File: src/rtl/ball_ctrl.sv
`default_nettype none
// ============================================================================
//  Module  : ball_ctrl
//  Brief   : Pong ball position/direction state machine with score pulses and
//            a registered ball-tile draw flag for the video scan.
//  Revision: 1.0
// ============================================================================
module ball_ctrl #(
  parameter int BOARD_WIDTH   = 40,
  parameter int BOARD_HEIGHT  = 30,
  parameter int PADDLE_HEIGHT = 6,
  parameter int BALL_SPEED    = 1250000
) (
  input  logic       clk,
  input  logic       i_rst,
  input  logic       i_game_active,
  input  logic [5:0] i_paddle_y1,
  input  logic [5:0] i_paddle_y2,
  input  logic [5:0] i_col_counter_div,
  input  logic [5:0] i_row_counter_div,
  output logic [5:0] o_ball_x,
  output logic [5:0] o_ball_y,
  output logic       o_draw_ball,
  output logic       o_p1_score,
  output logic       o_p2_score
);

  localparam int               c_cnt_w       = (BALL_SPEED > 1) ? $clog2(BALL_SPEED) : 1;
  localparam logic [c_cnt_w-1:0] c_cnt_max   = c_cnt_w'(BALL_SPEED - 1);
  localparam logic [5:0]       c_x_centre    = 6'(BOARD_WIDTH / 2);
  localparam logic [5:0]       c_y_centre    = 6'(BOARD_HEIGHT / 2);
  localparam logic [5:0]       c_x_max       = 6'(BOARD_WIDTH - 1);
  localparam logic [5:0]       c_x_p2_front  = 6'(BOARD_WIDTH - 2);
  localparam logic [5:0]       c_x_p2_bounce = 6'(BOARD_WIDTH - 3);
  localparam logic [5:0]       c_y_max       = 6'(BOARD_HEIGHT - 1);
  localparam logic [5:0]       c_y_bounce    = 6'(BOARD_HEIGHT - 2);
  localparam logic [6:0]       c_paddle_h    = 7'(PADDLE_HEIGHT);

  typedef enum logic [0:0] {
    S_IDLE   = 1'b0,
    S_MOVING = 1'b1
  } state_t;

  state_t             r_state, w_state_nxt;
  logic [c_cnt_w-1:0] r_cnt, w_cnt_nxt;
  logic [5:0]         r_x, w_x_nxt;
  logic [5:0]         r_y, w_y_nxt;
  logic               r_dir_x, w_dir_x_nxt;
  logic               r_dir_y, w_dir_y_nxt;
  logic               r_p1, w_p1_nxt;
  logic               r_p2, w_p2_nxt;
  logic               r_draw;
  logic               w_hit1, w_hit2;

  // Paddle overlap uses the pre-step row; 7-bit compare avoids top+height wrap.
  assign w_hit1 = ({1'b0, r_y} >= {1'b0, i_paddle_y1}) &&
                  ({1'b0, r_y} <  ({1'b0, i_paddle_y1} + c_paddle_h));
  assign w_hit2 = ({1'b0, r_y} >= {1'b0, i_paddle_y2}) &&
                  ({1'b0, r_y} <  ({1'b0, i_paddle_y2} + c_paddle_h));

  always_comb begin
    w_state_nxt = r_state;
    w_cnt_nxt   = r_cnt;
    w_x_nxt     = r_x;
    w_y_nxt     = r_y;
    w_dir_x_nxt = r_dir_x;
    w_dir_y_nxt = r_dir_y;
    w_p1_nxt    = 1'b0;
    w_p2_nxt    = 1'b0;

    case (r_state)
      S_IDLE: begin
        w_x_nxt   = c_x_centre;
        w_y_nxt   = c_y_centre;
        w_cnt_nxt = '0;
        if (i_game_active) w_state_nxt = S_MOVING;
      end
      S_MOVING: begin
        if (!i_game_active) begin
          w_state_nxt = S_IDLE;
          w_x_nxt     = c_x_centre;
          w_y_nxt     = c_y_centre;
          w_cnt_nxt   = '0;
        end else if (r_cnt == c_cnt_max) begin
          w_cnt_nxt = '0;
          if (r_dir_y) begin
            if (r_y == c_y_max) begin
              w_dir_y_nxt = 1'b0;
              w_y_nxt     = c_y_bounce;
            end else begin
              w_y_nxt = r_y + 6'd1;
            end
          end else begin
            if (r_y == 6'd0) begin
              w_dir_y_nxt = 1'b1;
              w_y_nxt     = 6'd1;
            end else begin
              w_y_nxt = r_y - 6'd1;
            end
          end

          if (r_dir_x) begin
            if (r_x == c_x_max) begin
              w_p1_nxt = 1'b1;
            end else if (r_x == c_x_p2_front && w_hit2) begin
              w_dir_x_nxt = 1'b0;
              w_x_nxt     = c_x_p2_bounce;
            end else begin
              w_x_nxt = r_x + 6'd1;
            end
          end else begin
            if (r_x == 6'd0) begin
              w_p2_nxt = 1'b1;
            end else if (r_x == 6'd1 && w_hit1) begin
              w_dir_x_nxt = 1'b1;
              w_x_nxt     = 6'd2;
            end else begin
              w_x_nxt = r_x - 6'd1;
            end
          end

          // A score discards the step and serves toward the scorer.
          if (w_p1_nxt || w_p2_nxt) begin
            w_state_nxt = S_IDLE;
            w_x_nxt     = c_x_centre;
            w_y_nxt     = c_y_centre;
            w_dir_y_nxt = r_dir_y;
            w_dir_x_nxt = w_p2_nxt;
          end
        end else begin
          w_cnt_nxt = r_cnt + c_cnt_w'(1);
        end
      end
      default: w_state_nxt = S_IDLE;
    endcase
  end

  always_ff @(posedge clk) begin
    if (i_rst) begin
      r_state <= S_IDLE;
      r_cnt   <= '0;
      r_x     <= c_x_centre;
      r_y     <= c_y_centre;
      r_dir_x <= 1'b1;
      r_dir_y <= 1'b1;
      r_p1    <= 1'b0;
      r_p2    <= 1'b0;
      r_draw  <= 1'b0;
    end else begin
      r_state <= w_state_nxt;
      r_cnt   <= w_cnt_nxt;
      r_x     <= w_x_nxt;
      r_y     <= w_y_nxt;
      r_dir_x <= w_dir_x_nxt;
      r_dir_y <= w_dir_y_nxt;
      r_p1    <= w_p1_nxt;
      r_p2    <= w_p2_nxt;
      r_draw  <= (i_col_counter_div == r_x) && (i_row_counter_div == r_y);
    end
  end

  assign o_ball_x    = r_x;
  assign o_ball_y    = r_y;
  assign o_draw_ball = r_draw;
  assign o_p1_score  = r_p1;
  assign o_p2_score  = r_p2;

endmodule
`default_nettype wire

File: config.mk
export PLATFORM = sky130hd
export DESIGN_NAME = ball_ctrl
export DESIGN_NICKNAME = d
export VERILOG_FILES = /design/src/rtl/ball_ctrl.sv
export SDC_FILE = /design/constraint.sdc
export NUM_CORES = 1
export LEC_CHECK = 0
export CAP_MARGIN = 20
export CORE_ASPECT_RATIO = 0.9
export CORE_MARGIN = 2
export CORE_UTILIZATION = 50
export CTS_CLUSTER_DIAMETER = 120
export DETAILED_ROUTE_END_ITERATION = 7
export HOLD_SLACK_MARGIN = 0.12
export PLACE_DENSITY = 0.74
export SETUP_SLACK_MARGIN = 0.3
export SKIP_CTS_REPAIR_TIMING = 1
export SLEW_MARGIN = 40
export SYNTH_ARGS = -nofsm -noshare
export SYNTH_HDL_FRONTEND = slang
export SYNTH_SLANG_ARGS = --single-unit
File: constraint.sdc
create_clock -name clk -period 7.4 [get_ports clk]
set_clock_uncertainty 0.15 [all_clocks]
set_input_delay 1.85 -clock clk [delete_from_list [all_inputs] [get_ports clk]]
set_output_delay 1.85 -clock clk [all_outputs]
set_load 0.05 [all_outputs]
Word-level counts from Yosys, hierarchy flattened --
Index checks and enable logic that the tools add are counted. Widths: inputs -> output; s select.
Cells by class: $add $sub $neg 7, magnitude comparators 4, equal/unequal tests 10, mux-type cells 43, bitwise gates (word level) 4, reductions and logical operators 12
Operators by type and width (number):
- $mux 6 | 14
- $mux 21 | 2
- $pmux 21 s2 | 1
- $pmux 6 s2 | 2
- $mux 1 | 23
- $add 21x1->21 const B | 1
- $eq 21x21->1 const B | 1
- $add 6x3->7 const B | 2
- $lt 6x7->1 | 2
- $add 6x1->6 const B | 2
- $eq 6x6->1 | 2
- $eq 6x6->1 const B | 2
- $ge 6x6->1 | 2
- $logic_not 6->1 | 2
- $sub 6x1->6 const B | 2
- $ne 5x4->1 const B | 2
- $eq 6x1->1 const B | 1
- $eq 6x5->1 const B | 1
- $reduce_and 3->1 | 2
- $logic_and 1x1->1 | 5
- $not 1->1 | 4
- $reduce_and 4->1 | 1
- $reduce_or 4->1 | 1
- $ne 3x2->1 const B | 1
- other kinds (2) | 2
Word-level totals: register bits after elaboration 39, bits of input ports 27, output and inout port bits 15, logic and storage cells 89

Longest topological paths before layout --
Gate-level depths: netlist of the first run.
word-level depth 11, depth in mapped cells 11, gate-level depth less buffers 11

Worst setup path after synthesis of the first run --
No wires, ideal clock.
path kind input-to-reg, from in i_paddle_y1[1], to reg r_x[5] (netlist: o_ball_x[5]), setup time 78 ps, data arrival time 3826 ps, data required time 7172 ps, slack 3346 ps, stages 9, path buffers 0, cells stage by stage inv_1 -> ha_1 -> ha_1 -> or3b_1 -> a21oi_1 -> o32ai_1 -> and3_1 -> or4_1 -> a32oi_1
On the way: cells in the longest elaborated chain, start to end 11, elaborated cells on any way between the ends 12, classes of those cells add/sub: 1; order compare: 2; mux: 7; reduce/logical: 2
Ends and longest elaborated chain:
- start, declared | line 17 | input logic [5:0] i_paddle_y1,
- $add 6x3->7 | line 57 | ({1'b0, r_y} < ({1'b0, i_paddle_y1} + c_paddle_h));
- $lt 6x7->1 | line 57
- $logic_and 1x1->1 (*) | line 56 | assign w_hit1 = ({1'b0, r_y} >= {1'b0, i_paddle_y1}) &&
- $logic_and 1x1->1 (*) | line 114 | end else if (r_x == 6'd1 && w_hit1) begin
- $mux 6 (*) | line 114
- $mux 6 (*) | line 112 | if (r_x == 6'd0) begin
- $mux 6 (*) | line 102 | if (r_dir_x) begin
- $mux 6 (*) | line 123 | if (w_p1_nxt || w_p2_nxt) begin
- $mux 6 (*) | line 84 | end else if (r_cnt == c_cnt_max) begin
- $mux 6 (*) | line 79 | if (!i_game_active) begin
- $pmux 6 s2 (*) | line 71 | case (r_state)
- end signal, assigned | line 142 | r_x <= c_x_centre;
- end signal, assigned | line 152 | r_x <= w_x_nxt;
- end, declared | line 46 | logic [5:0] r_x, w_x_nxt;
Every way passes the cells marked *; elsewhere a longest branch is shown, timed or not. The select of a mux whose other input is x is not followed. A chain may end at the register's enable or synchronous reset.

Worst setup path in the final report of the first run --
Ends and elaborated chain as after synthesis.

==> results of run 1 <==
metal layers:
layer / global-route usage / part of all wire / vias to the layer above
met5: 0 / 0 / -
met4: 0.0587 / 0.013 / 0
met3: 0.0362 / 0.054 / 12
met2: 0.349 / 0.43 / 85
met1: 0.329 / 0.51 / 1340
li1: - / - / 1407
cells by family after synthesis:
logic type	share of synthesized area
buffers and inverters	0.0481
xor gates and xnor gates	0.113
AOI/OAI and AO/OA	0.146
and+or+nand+nor	0.287
muxes	0.0108
DFF	0.258
adders and majority gates	0.137
final cells by class:
cell class,count,area share
multi-input cells,293,0.584
flip-flops and latches,39,0.218
repair buffers,42,0.116
well taps,70,0.0244
clock buffers,6,0.0230
inverters,24,0.0251
clock inverters,2,0.00976
sequential cells by signal, indices dropped and copies added (netlist names):
| signal | flops |
|---|---|
| r_cnt | 21 |
| r_state | 1 |
| r_dir_x | 1 |
| o_ball_x | 6 |
| o_p2_score | 1 |
| o_draw_ball | 1 |
| r_dir_y | 1 |
| o_p1_score | 1 |
| o_ball_y | 6 |
cell usage after synthesis (3+ instances only):
master / instances
nand2b_1: 3
clkbuf_1: 7
a21oi_1: 12
nor3b_1: 3
inv_1: 21
o32ai_1: 3
o31ai_1: 5
and2_1: 4
ha_1: 33
nand3_1: 27
buf_1: 3
or3b_1: 3
nor2_1: 36
dfxtp_1: 39
xnor2_1: 20
nor4_1: 4
a21o_1: 4
a31oi_1: 4
o21ai_0: 9
nor3_1: 12
o21ai_1: 4
o2111ai_1: 3
or3_1: 6
nor2b_1: 5
and4_1: 4
xor2_1: 19
nand2_1: 20
nand4_1: 8
and3_1: 8
critical path: cells and delay by family:
family / cells / cell delay [ns]
and+or+nand+nor: 3 / 1.06
buffers and inverters: 2 / 0.61
adders and majority gates: 2 / 0.59
AOI/OAI and AO/OA: 3 / 0.44
stage by stage:
stage          hold WS [ns]  utilization  setup WS, ns  cell area [µm²]
2_1_floorplan         0.287            -          3.35             3020
3_3_place_gp          0.309        0.603          2.71             3470
3_5_place_dp          0.331        0.603          2.64             3470
4_1_cts               0.350        0.623          2.92             3590
5_1_grt               0.366        0.623          2.70             3590
6_report              0.357        0.623          2.92             3590
where the power goes:
part / internal [mW] / leakage [nW] / total [mW] / switching (mW)
Clock: 0.109 / 0.0612 / 0.185 / 0.0757
Sequential: 0.211 / 0.315 / 0.213 / 0.00214
Combinational: 0.0311 / 1.03 / 0.0590 / 0.0280
final timing paths:
check | from | cells after the start | slack (ns) | endpoint
max | i_paddle_y1[1] | 10 | 2.92 | o_ball_x[5]
max reg2reg | r_cnt[0] | 7 | 4.63 | o_ball_y[5]
min reg2reg | r_cnt[0] | 1 | 0.36 | r_cnt[0]
min | r_cnt[0] | 1 | 0.36 | r_cnt[0]
==> impl_metrics.csv, run 1 <==
group,metric,value,unit
drt,ant_nets,0,
timing,worst_slew_margin_rel,0.494,
cts,path_clk_slew,0.08,ns
cts,cts-buffers-inserted,5,
timing,rsz_0062_raised_after_global_routing,"false",
timing,timing.fmax,223,MHz
drt,detailedRoute.firstPassIterationCount,4,
worst_setup_path,slowest_stage,"clkdlybuf4s50_1",
floorplanning,initial_core_util,0.525,
global_route,antenna_found_initial,0,
layout,layout_cell_share_with_drive_strength_beyond_1,0.0493,
worst_setup_path,worstPathArrival,4.55,ns
synthesis,post-synth-top-area-cell,"dfxtp_1",
layout,multi_input_comb_area,2090,µm²
synthesis,synth-edff-count,0,
global_route,vias_in_the_first_global_route,2603,
drt,wl,7380,µm
layout,finish.net_count,465,
power_and_ir_drop,p_leak,1.40,nW
power_and_ir_drop,cellPowerDensity,127,nW/µm²
timing,final.period_utilization,0.605,
drt,avgRoutedWirePerCell,15.5,µm
synthesis,synth_nets,429,
worst_setup_path,critical_path.endpoint_type,"flip-flop",
worst_setup_path,cpPeakStageDelay,0.53,ns
global_route,total_routing_resource_utilization_after_global_routing,0.227,
outcome,run_status,"completed",
cts,clockBufferDepth,2,
synthesis,netlist_instances,369,
drt,remaining_drc_errors,0,
placed_design,dpl.hpwl,5540,µm
synthesis,syn_area,3020,µm²
timing,setup_total_negative_slack,0,ns
layout,commonest_cells_after_routing_fill_and_taps_aside,"clkdlybuf4s50_1 (41), dfxtp_1 (39), nor2_1 (36), ha_1 (33), nand3_1 (27)",
floorplanning,io_pins,42,
synthesis,synth-main-ff-cell,"dfxtp_1",
cts,tritoncts_clock_tree,"built",
global_route,grt_pass1_wl,12400,µm
floorplanning,die_x,85.9,µm
global_route,pin_count_of_the_biggest_net_entering_global_routing,17,
synthesis,synth.top_cell.area_share,0.258,
synthesis,syn-mean-instance-area,8.19,µm²
placed_design,portBuffers,41,
synthesis,synth.yosys.seq_area_share,0.258,
drt,via_count,2844,
placed_design,routabilityCongestion,0.860,
layout,filler_cell_count,495,
power_and_ir_drop,power.total,0.457,mW
synthesis,synth_seq_cells,39,
hold_path,worst_hold_path_type,"flip-flop to flip-flop",
timing,period_minus_slack,4.48,ns
drt,viasPerCell,5.97,
worst_setup_path,path_common_cell,"ha_1",
global_route,overflow,0,
cts,clkSinkCount,39,
cts,clock_tree_root_buffer_cell,"clkbuf_8",
timing,tightestPinTransition,0.754,ns
timing,finalSetupViolCount,0,
power_and_ir_drop,worst_case_vdd_ir_drop,0.136,mV
layout,mostFrequentLayoutCell,"clkdlybuf4s50_1",
timing,maxSlewViolCount,0,
cts,clock_insertion_delay_worst_skew,0.29,ns
drt,initialDrtViolationCount,130,
worst_setup_path,cp_cell_sequence,"clkdlybuf4s50_1, inv_1, ha_1, ha_1, or3b_1, a21oi_1, o32ai_1, and3_1, or4_1, a32oi_1",
worst_setup_path,timing_worst_setup_path_type,"input port to flip-flop",
layout,area.growth.synth_to_final,18.8,%
synthesis,yosys-top-cells-area,"dfxtp_1 (26%), ha_1 (14%), xnor2_1 (5.8%)",
synthesis,synthArstFlopShare,0,
layout,diodes,0,
floorplanning,die_y,77.7,µm
floorplanning,placement_rows,26,
cts,cts-htree-levels,2,
synthesis,synthDistinctLibCells,62,
placed_design,placed_cells_incl_taps,468,
synthesis,yosys_warnings,0,
floorplanning,die_area,6680,µm²
timing,timing.final.hold_violations,0,
worst_setup_path,startpoint_type,"input port",
worst_setup_path,data_required_time_at_the_worst_endpoint,7.47,ns
layout,post_layout_nonfiller_instances,476,
floorplanning,fp.coreArea,5760,µm²
layout,register_area,781,µm²
worst_setup_path,critical_path.max_fanout,4,
job,max_cap_viol_count,0,
Power figures use the tool's default switching activity.
==> inputs of run 2 (changes only) <==
PLACE_DENSITY = 0.77   (was 0.74)
clock period = 3.6 ns   (was 7.4 ns; I/O delays follow)
==> impl_metrics.csv, run 2 (same netlist as run 1, synthesis figures left out) <==
group,metric,value,unit
worst_setup_path,cpPeakStageDelay,0.52,ns
cts,clock_insertion_delay_worst_skew,0.30,ns
layout,diodes,0,
floorplanning,io_pins,42,
worst_setup_path,kind_of_cell_adding_the_most_delay_to_the_critical_path,"simple AND/OR/NAND/NOR gates",
hold_path,worst_hold_path_type,"flip-flop to flip-flop",
worst_setup_path,slowest_stage,"clkdlybuf4s50_1",
floorplanning,die_x,85.9,µm
power_and_ir_drop,power.total,0.942,mW
cts,path_clk_slew,0.08,ns
power_and_ir_drop,cellPowerDensity,250,nW/µm²
cts,cts-buffers-inserted,5,
worst_setup_path,timing_worst_setup_path_type,"input port to flip-flop",
worst_setup_path,data_required_time_at_the_worst_endpoint,3.66,ns
layout,flip_flop_count_of_the_largest_register_all_copies_and_words_added,21,
timing,worst_slew_margin_rel,0.561,
global_route,overflow,0,
timing,period_minus_slack,3.21,ns
layout,layout_cell_share_with_drive_strength_beyond_1,0.105,
power_and_ir_drop,share_clk_of_total_power,0.382,
worst_setup_path,r2r_setup_slack,0.82,ns
worst_setup_path,critical_path.max_fanout,2,
worst_setup_path,worstPathArrival,3.28,ns
layout,max_flop_register,"r_cnt",
power_and_ir_drop,switching_share,0.243,
drt,ant_nets,0,
drt,wl,7720,µm
outcome,run_status,"completed",
placed_design,dpl.hpwl,5620,µm
layout,final_util,0.654,
floorplanning,fp.coreArea,5760,µm²
worst_setup_path,worstSetupPathDepth,11,
layout,commonest_cells_after_routing_fill_and_taps_aside,"dfxtp_1 (39), clkdlybuf4s50_1 (38), nor2_1 (36), ha_1 (31), nand3_1 (26)",
timing,tightestPinTransition,0.653,ns
drt,initialDrtViolationCount,304,
cts,cts-htree-levels,2,
worst_setup_path,startpoint_type,"input port",
layout,post-route-cell-area,3770,µm²
drt,avgRoutedWirePerCell,15.8,µm
global_route,pin_count_of_the_biggest_net_entering_global_routing,21,
drt,remaining_drc_errors,0,
timing,rsz_0062_raised_after_global_routing,"false",
power_and_ir_drop,p_leak,1.49,nW
power_and_ir_drop,power_frac_comb,0.154,
power_and_ir_drop,power_frac_seq,0.464,
cts,clkSinkCount,39,
timing,final.period_utilization,0.893,
worst_setup_path,reg2reg_depth,8,
hold_path,hold_depth,1,
layout,mostFrequentLayoutCell,"dfxtp_1",
cts,clockBufferDepth,2,
floorplanning,initial_core_util,0.525,
global_route,total_routing_resource_utilization_after_global_routing,0.235,
power_and_ir_drop,worst_case_vdd_ir_drop,0.227,mV
placed_design,routabilityCongestion,0.844,
drt,viasPerCell,5.83,
layout,area.growth.synth_to_final,24.7,%
power_and_ir_drop,total_switching_power,0.229,mW
timing,timing.final.hold_violations,0,
worst_setup_path,cp.buffers_inverters,1,
floorplanning,die_area,6680,µm²
floorplanning,placement_rows,26,
drt,via_count,2853,
cts,clock_tree_root_buffer_cell,"clkbuf_8",
floorplanning,die_y,77.7,µm
global_route,antenna_found_initial,0,
timing,finalSetupViolCount,0,
placed_design,postPlaceCellArea,3570,µm²
cts,tritoncts_clock_tree,"built",
placed_design,portBuffers,41,
worst_setup_path,critical_path.endpoint_type,"flip-flop",
worst_setup_path,cp_cell_sequence,"clkdlybuf4s50_1, nand2_2, nor2_1, xnor2_1, ha_1, nand3_2, a21oi_4, o32ai_4, and3_1, or4_1, a32oi_1",
layout,finish.net_count,479,
layout,filler_cell_count,480,
timing,timing.fmax,311,MHz
power_and_ir_drop,internal_power,0.713,mW
timing,maxSlewViolCount,0,
global_route,vias_in_the_first_global_route,2723,
drt,detailedRoute.firstPassIterationCount,5,
job,max_cap_viol_count,0,
global_route,grt_pass1_wl,13000,µm
run 2: cell types whose count changed in the layout (fill, tap and decap cells not counted), moves of 2 or more:
| cell | before | now |
|---|---|---|
| dlymetal6s2s_1 | 0 | 3 |
| inv_1 | 21 | 19 |
| ha_1 | 33 | 31 |
| ha_4 | 0 | 2 |
| inv_2 | 1 | 3 |
| clkdlybuf4s50_1 | 41 | 38 |
| buf_4 | 1 | 15 |
run 2: final cells by class:
type | instances | area (µm²) | area share
clock buffers | 5 | 68.8 | 0.0183
repair buffers | 56 | 531 | 0.141
well taps | 70 | 87.6 | 0.0233
clock inverters | 2 | 37.5 | 0.00997
inverters | 24 | 90.1 | 0.0239
multi-input cells | 293 | 2170 | 0.576
flip-flops and latches | 39 | 781 | 0.207
run 2: power groups by stage:
stage               Sequential [mW]  Combinational, mW  Clock [mW]
floorplan                     0.448             0.0667           0
global placement              0.447              0.125           0
detailed placement            0.447              0.129           0
CTS                           0.437              0.130       0.363
global route                  0.437              0.160       0.381
finish                        0.437              0.145       0.359
run 2: per-stage QoR:
stage	TNS, ns	hold WS (ns)	worst slack, ns	instances
6_report	0	0.331	0.387	489
5_1_grt	0	0.360	0.290	489
4_1_cts	0	0.337	0.0714	488
3_5_place_dp	-0.450	0.318	-0.209	481
3_3_place_gp	-0.153	0.315	-0.118	481
2_1_floorplan	0	0.287	0.496	369
run 2: path summary, 6_finish.rpt:
check | startpoint | to
max | i_paddle_y1[4] | o_ball_x[5]
min | r_cnt[0] | r_cnt[0]
max reg2reg | o_ball_y[0] | o_ball_x[5]
min reg2reg | r_cnt[0] | r_cnt[0]
run 2: per-layer routing:
metal  wire [µm]  track usage  part of all wire
met5           0            0                 0
met4          84       0.0619             0.011
met3         451       0.0426             0.058
met2        3400        0.350              0.44
met1        3780        0.347              0.49
==> inputs of run 3 (changes only) <==
ABC_CLOCK_PERIOD_IN_PS = 3600   (was not set)
==> results of run 3 <==
Final layout, timing and power as in run 2 (identical DEF).
